**src/rtl/dram_resp_pkg.sv**
```systemverilog
// Shared types and default widths for the nibble-wide DRAM responder.
package dram_resp_pkg;

  localparam int ROW_W_DEF = 8;
  localparam int DW_DEF    = 4;
  localparam int REF_W     = 8;

  typedef enum logic [2:0] {
    IDLE    = 3'd0,
    ROW     = 3'd1,
    RD_WAIT = 3'd2,
    RD_HOLD = 3'd3,
    WRITE   = 3'd4,
    CBR     = 3'd5
  } state_t;

endpackage

```
**src/rtl/strobe_sync.sv**
```systemverilog
// Synchronizes one active-low strobe and flags its edges on the synchronized level.
// Latency: level after SYNC_STAGES cycles; fall/rise valid in the cycle the new level appears.
// Backpressure: none; free-running sampler.
module strobe_sync #(
  parameter int SYNC_STAGES = 2
) (
  input  logic core_clk,
  input  logic arst_n,
  input  logic pin,
  output logic level,
  output logic fall,
  output logic rise
);

  logic [SYNC_STAGES-1:0] chain;
  logic                   prev;

  // Strobes idle high, so reset fills the chain with the inactive level.
  always_ff @(posedge core_clk or negedge arst_n) begin
    if (!arst_n) begin
      chain <= '1;
      prev  <= 1'b1;
    end else begin
      chain[0] <= pin;
      for (int i = 1; i < SYNC_STAGES; i++) begin
        chain[i] <= chain[i-1];
      end
      prev <= chain[SYNC_STAGES-1];
    end
  end

  assign level = chain[SYNC_STAGES-1];
  assign fall  = prev & ~level;
  assign rise  = ~prev & level;

endmodule

```
**src/rtl/dram_nibble_responder.sv**
```systemverilog
// Emulates a 64K x 4 page-mode DRAM on the controller clock, backed by a 1-cycle synchronous block RAM.
// Latency: write strobe SYNC_STAGES cycles after the sampled CAS/WE edge; read data SYNC_STAGES+2 cycles after CAS.
// Backpressure: none; the controller paces every access through its RAS/CAS timing.
module dram_nibble_responder
  import dram_resp_pkg::*;
#(
  parameter int ROW_W       = ROW_W_DEF,
  parameter int DW          = DW_DEF,
  parameter int SYNC_STAGES = 2
) (
  input  logic               CLK_IN,
  input  logic               nRESET,
  input  logic               nDRAM_RAS,
  input  logic               nDRAM_CAS,
  input  logic               nDRAM_WE,
  input  logic [ROW_W-1:0]   DRAM_A,
  input  logic [DW-1:0]      DRAM_D_wr,
  output logic [DW-1:0]      DRAM_D_rd,
  output logic               DRAM_D_oe,
  output logic [2*ROW_W-1:0] MEM_ADDR,
  output logic [DW-1:0]      MEM_WDATA,
  output logic               MEM_WE,
  input  logic [DW-1:0]      MEM_RDATA,
  output logic [REF_W-1:0]   REFRESH_CNT,
  output logic               PROTO_ERR
);

  logic ras_lvl, ras_fall, ras_rise;
  logic cas_lvl, cas_fall, cas_rise;
  logic we_lvl, we_fall, unused_we_rise;

  strobe_sync #(.SYNC_STAGES(SYNC_STAGES)) u_ras_sync (
    .core_clk (CLK_IN),
    .arst_n   (nRESET),
    .pin      (nDRAM_RAS),
    .level    (ras_lvl),
    .fall     (ras_fall),
    .rise     (ras_rise)
  );

  strobe_sync #(.SYNC_STAGES(SYNC_STAGES)) u_cas_sync (
    .core_clk (CLK_IN),
    .arst_n   (nRESET),
    .pin      (nDRAM_CAS),
    .level    (cas_lvl),
    .fall     (cas_fall),
    .rise     (cas_rise)
  );

  strobe_sync #(.SYNC_STAGES(SYNC_STAGES)) u_we_sync (
    .core_clk (CLK_IN),
    .arst_n   (nRESET),
    .pin      (nDRAM_WE),
    .level    (we_lvl),
    .fall     (we_fall),
    .rise     (unused_we_rise)
  );

  // Address and data ride chains of the same depth so they line up with the strobe edges.
  logic [ROW_W-1:0] a_pipe [SYNC_STAGES];
  logic [DW-1:0]    d_pipe [SYNC_STAGES];

  always_ff @(posedge CLK_IN or negedge nRESET) begin
    if (!nRESET) begin
      for (int i = 0; i < SYNC_STAGES; i++) begin
        a_pipe[i] <= '0;
        d_pipe[i] <= '0;
      end
    end else begin
      a_pipe[0] <= DRAM_A;
      d_pipe[0] <= DRAM_D_wr;
      for (int i = 1; i < SYNC_STAGES; i++) begin
        a_pipe[i] <= a_pipe[i-1];
        d_pipe[i] <= d_pipe[i-1];
      end
    end
  end

  logic [ROW_W-1:0] a_s;
  logic [DW-1:0]    d_s;
  assign a_s = a_pipe[SYNC_STAGES-1];
  assign d_s = d_pipe[SYNC_STAGES-1];

  state_t           state;
  logic [ROW_W-1:0] row_q;
  logic             cas_seen;
  logic             col_pend;
  logic             rd_pend;
  logic             cbr_armed;
  logic             col_go;
  logic             err_evt;
  logic             refresh_done;

  // A RAS+CAS fall together latches the column one cycle later if CAS is still low.
  assign col_go       = cas_fall | (col_pend & ~cas_lvl);
  assign err_evt      = (we_fall & ras_lvl) | (cas_fall & ((state == RD_WAIT) | (state == WRITE)));
  assign refresh_done = ((state == ROW) & ~cas_seen) | ((state == CBR) & cbr_armed);

  always_ff @(posedge CLK_IN or negedge nRESET) begin
    if (!nRESET) begin
      state       <= IDLE;
      row_q       <= '0;
      cas_seen    <= 1'b0;
      col_pend    <= 1'b0;
      rd_pend     <= 1'b0;
      cbr_armed   <= 1'b0;
      MEM_ADDR    <= '0;
      MEM_WDATA   <= '0;
      MEM_WE      <= 1'b0;
      DRAM_D_rd   <= '0;
      DRAM_D_oe   <= 1'b0;
      REFRESH_CNT <= '0;
      PROTO_ERR   <= 1'b0;
    end else begin
      MEM_WE <= 1'b0;
      if (err_evt) begin
        PROTO_ERR <= 1'b1;
      end

      if (ras_rise) begin
        if (refresh_done) begin
          REFRESH_CNT <= REFRESH_CNT + REF_W'(1);
        end
        state     <= IDLE;
        DRAM_D_oe <= 1'b0;
        rd_pend   <= 1'b0;
        col_pend  <= 1'b0;
        cbr_armed <= 1'b0;
      end else begin
        unique case (state)
          IDLE: begin
            if (ras_fall && (cas_lvl || cas_fall)) begin
              row_q    <= a_s;
              cas_seen <= 1'b0;
              col_pend <= cas_fall;
              state    <= ROW;
            end else if (cas_fall && ras_lvl) begin
              cbr_armed <= 1'b0;
              state     <= CBR;
            end
          end
          ROW: begin
            col_pend <= 1'b0;
            if (col_go) begin
              MEM_ADDR <= {row_q, a_s};
              cas_seen <= 1'b1;
              if (!we_lvl) begin
                MEM_WE    <= 1'b1;
                MEM_WDATA <= d_s;
                state     <= WRITE;
              end else begin
                rd_pend <= 1'b0;
                state   <= RD_WAIT;
              end
            end
          end
          // First cycle lets the RAM register the address; the second captures its output.
          RD_WAIT: begin
            if (!rd_pend) begin
              rd_pend <= 1'b1;
            end else begin
              rd_pend   <= 1'b0;
              DRAM_D_rd <= MEM_RDATA;
              DRAM_D_oe <= 1'b1;
              state     <= RD_HOLD;
            end
          end
          RD_HOLD: begin
            if (cas_rise) begin
              DRAM_D_oe <= 1'b0;
              state     <= ROW;
            end else if (we_fall) begin
              DRAM_D_oe <= 1'b0;
              MEM_WE    <= 1'b1;
              MEM_WDATA <= d_s;
              state     <= WRITE;
            end
          end
          WRITE: begin
            if (cas_rise) begin
              state <= ROW;
            end
          end
          CBR: begin
            if (ras_fall && !cas_lvl) begin
              cbr_armed <= 1'b1;
            end else if (cas_rise && !cbr_armed) begin
              state <= IDLE;
            end
          end
          default: state <= IDLE;
        endcase
      end
    end
  end

endmodule

```
**config.mk**
```make
export PLATFORM = sky130hd
export DESIGN_NAME = dram_nibble_responder
export DESIGN_NICKNAME = d
export VERILOG_FILES = /design/src/rtl/dram_resp_pkg.sv /design/src/rtl/strobe_sync.sv /design/src/rtl/dram_nibble_responder.sv
export SDC_FILE = /design/constraint.sdc
export NUM_CORES = 1
export LEC_CHECK = 0
export ABC_AREA = 0
export CORE_MARGIN = 3
export CORE_UTILIZATION = 38
export CTS_CLUSTER_SIZE = 24
export DETAILED_ROUTE_END_ITERATION = 10
export RECOVER_POWER = 100
export SKIP_CTS_REPAIR_TIMING = 1
export SLEW_MARGIN = 15
export SYNTH_ARGS = -nofsm -noshare
export SYNTH_HDL_FRONTEND = slang
export SYNTH_SLANG_ARGS = --single-unit
```
**constraint.sdc**
```tcl
create_clock -name CLK_IN -period 4.45 [get_ports CLK_IN]
set_clock_uncertainty 0.15 [all_clocks]
set_input_delay 0.445 -clock CLK_IN [delete_from_list [all_inputs] [get_ports CLK_IN]]
set_output_delay 0.445 -clock CLK_IN [all_outputs]
set_load 0.1 [all_outputs]
```
==> summary.txt <==
Layout
  – Layout cells sized above 1: 0.2088
  – Finished Cell Area: 3887 sq um
  – Post-route insts no fill: ~380
  – Commonest non-fill, non-tap cells in the layout: dfrtp_1, dlygate4sd3_1, mux2_2, clkbuf_8, nand4_1
  – N_diodes: 0
  – Final Core Density: 0.4954
  – Area Growth Syn to Fin: 24.93%
  – NumNets Final: 291
  – Commonest non-fill, non-tap cell in the layout: dfrtp_1

Placed design
  – Routability Congestion: ~0.84
  – DP Area: 3760 sq um
  – DP Wirelength: 3474 microns
  – Placed Cells incl. Taps: 360
  – Port Buffer Count: 55

Clock network
  – Worst-Skew Late Latency: 350 ps
  – Longest Clk Path Bufs: 2
  – CTS Buf Count: 9
  – Worst-path clk slew: 80 ps
  – CTS H-tree depth: 3
  – CTS tree: yes
  – Clock sink count: 83
  – Root Driver: clkbuf_8

Synth
  – Mapped Area: around 3100 sq um
  – Yosys warning count: 0
  – Synth async-reset ratio: 1.000
  – Yosys cell types: 46
  – Top cell type's share of synthesized area: 0.5951
  – Synth Net Count: between 200 and 250
  – FF+latch count, synth: 83
  – Mapped Avg Cell Area: 14.89 sq um
  – Synth top area cells: dfrtp_1, mux2_2, dfstp_2
  – Post-synth top area cell: dfrtp_1
  – Top_reg_cell synth: dfrtp_1
  – Register area share after synthesis: 0.6711
  – Post-synth EDFFs: 0
  – Synth Instances: roughly 210

Global routing
  – Global route total overflow: 0
  – Largest net degree at the start of global routing: 84
  – Vias in the first global route: 1829
  – First-pass GRT wire length: 8928 microns
  – Initial antenna violation count: 0
  – Total GRT Usage: 0.1284

Floorplanning
  – Starting density of the core: 0.3965
  – Row cnt: 32
  – Core area: 7848 sq um
  – Die area: 9310 sq um
  – Die X: between 90 and 100 microns
  – Die height: 96.49 microns
  – Num ports: 56

Min path
  – Worst hold path type: flop to flop

Detailed routing
  – Routed length per instance: roughly 14 microns
  – Post-Route WL: 5378 microns
  – DR iter-0 viols: 53
  – Vias per cell: 4.899
  – DRT antenna net count: 0
  – Vias: between 1500 and 2000
  – Pre-antenna DRT Iters: 4
  – Residual DRC count: 0

Timing
  – Final setup TNS: 0 ps
  – Slew Limit Fails: 94
  – Max Clock Freq: between 300 and 400 MHz
  – Min Tclk post-route: between 3000 and 4000 ps
  – Slew headroom: -0.3798
  – Final Setup Violations: 0
  – Worst-margin pin slew: 2041 ps
  – Final Hold Viols: 0
  – Fin crit share: 0.7081
  – RSZ-0062 raised after global routing: false

Critical path
  – CP max FO: 21
  – Crit path kind: flop to flop
  – CP Capture Type: flop
  – Setup crit start kind: flop
  – Worst path required time: ~4500 ps
  – Critical Path AT: 3230 ps

Job
  – Max-cap violations: 2

Status
  – Failing checks: max-capacitance violations, max-slew violations
  – Status: finished with violations
registers in the layout (all words and copies together) (netlist names), 2 cells and up:
| name | count |
|---|---|
| DRAM_D_rd | 4 |
| row_q | 8 |
| d_s | 4 |
| a_s | 8 |
| MEM_WDATA | 4 |
| u_cas_sync.chain | 2 |
| d_pipe | 4 |
| REFRESH_CNT | 8 |
| MEM_ADDR | 16 |
| u_we_sync.chain | 2 |
| u_ras_sync.chain | 2 |
| state | 3 |
| a_pipe | 8 |
synth_stat cells (2+ instances only):
cell,count
clkbuf_1,2
o22ai_1,2
dfrtp_1,74
a31oi_1,2
dfstp_2,9
nor2b_1,3
nand2_1,7
a21oi_1,6
nand4_1,8
mux2_4,4
inv_1,5
nand2b_1,6
or2_2,3
buf_1,2
mux2_2,30
nor2_1,3
xnor2_1,7
o21ai_0,5
o41ai_1,2
a21o_1,2
and3_1,2
metal layers:
layer,up-vias,track usage,part of all wire
met3,11,0.05035,0.070
met5,-,0,0
met4,0,0.05958,0.014
li1,861,-,-
met2,53,0.1805,0.45
met1,912,0.1742,0.46
kinds of logic after synthesis:
kind of cell	Yosys count	synth area share
flops	83	0.6711
simple gates	42	0.08646
mux	34	0.1279
xor+xnor	8	0.02252
fa+ha+maj	1	0.004020
buf+inv	11	0.01488
compound gates	30	0.07318
critical path, cell delays in order (launching register included):
cell and delay (ps):
dfrtp_1 700, o21ai_0 240, or4_1 520, nor2_1 990
mux2_2 430
through the flow:
| stage | setup slack [ps] | hold WS (ps) |
|---|---|---|
| after global placement | 1746 | 182.0 |
| final | 1299 | 204.2 |
| after floorplan | 2312 | -0.5911 |
| after detailed placement | 1678 | 187.9 |
| after global routing | 1035 | 211.0 |
| after CTS | 1662 | 161.1 |
path summary, 6_finish.rpt:
kind | depth (start not counted) | startpoint | slack [ps] | endpoint
max reg2reg | 4 | state[0] | 1300 | MEM_ADDR[15]
max in group asynchronous | 1 | nRESET | 2490 | MEM_ADDR[15]
min reg2reg | 0 | d_pipe[7] | 200 | d_s[3]
min | 0 | d_pipe[7] | 200 | d_s[3]
max | 4 | state[0] | 1300 | MEM_ADDR[15]
min in group asynchronous | 1 | nRESET | 510 | cbr_armed
final cells by class:
cell class                      instances  area (sq um)
Fill cell                             732          3960
Sequential cell                        83          2088
Multi-Input combinational cell        115         940.9
Timing Repair Buffer                   55         545.5
Clock buffer                           10         127.6
Tap cell                              102         127.6
Clock inverter                          5         38.79
Inverter                                5         18.77
Power is not shown: default switching activity piles up to over one toggle a cycle in this logic, so the estimate is an artifact.
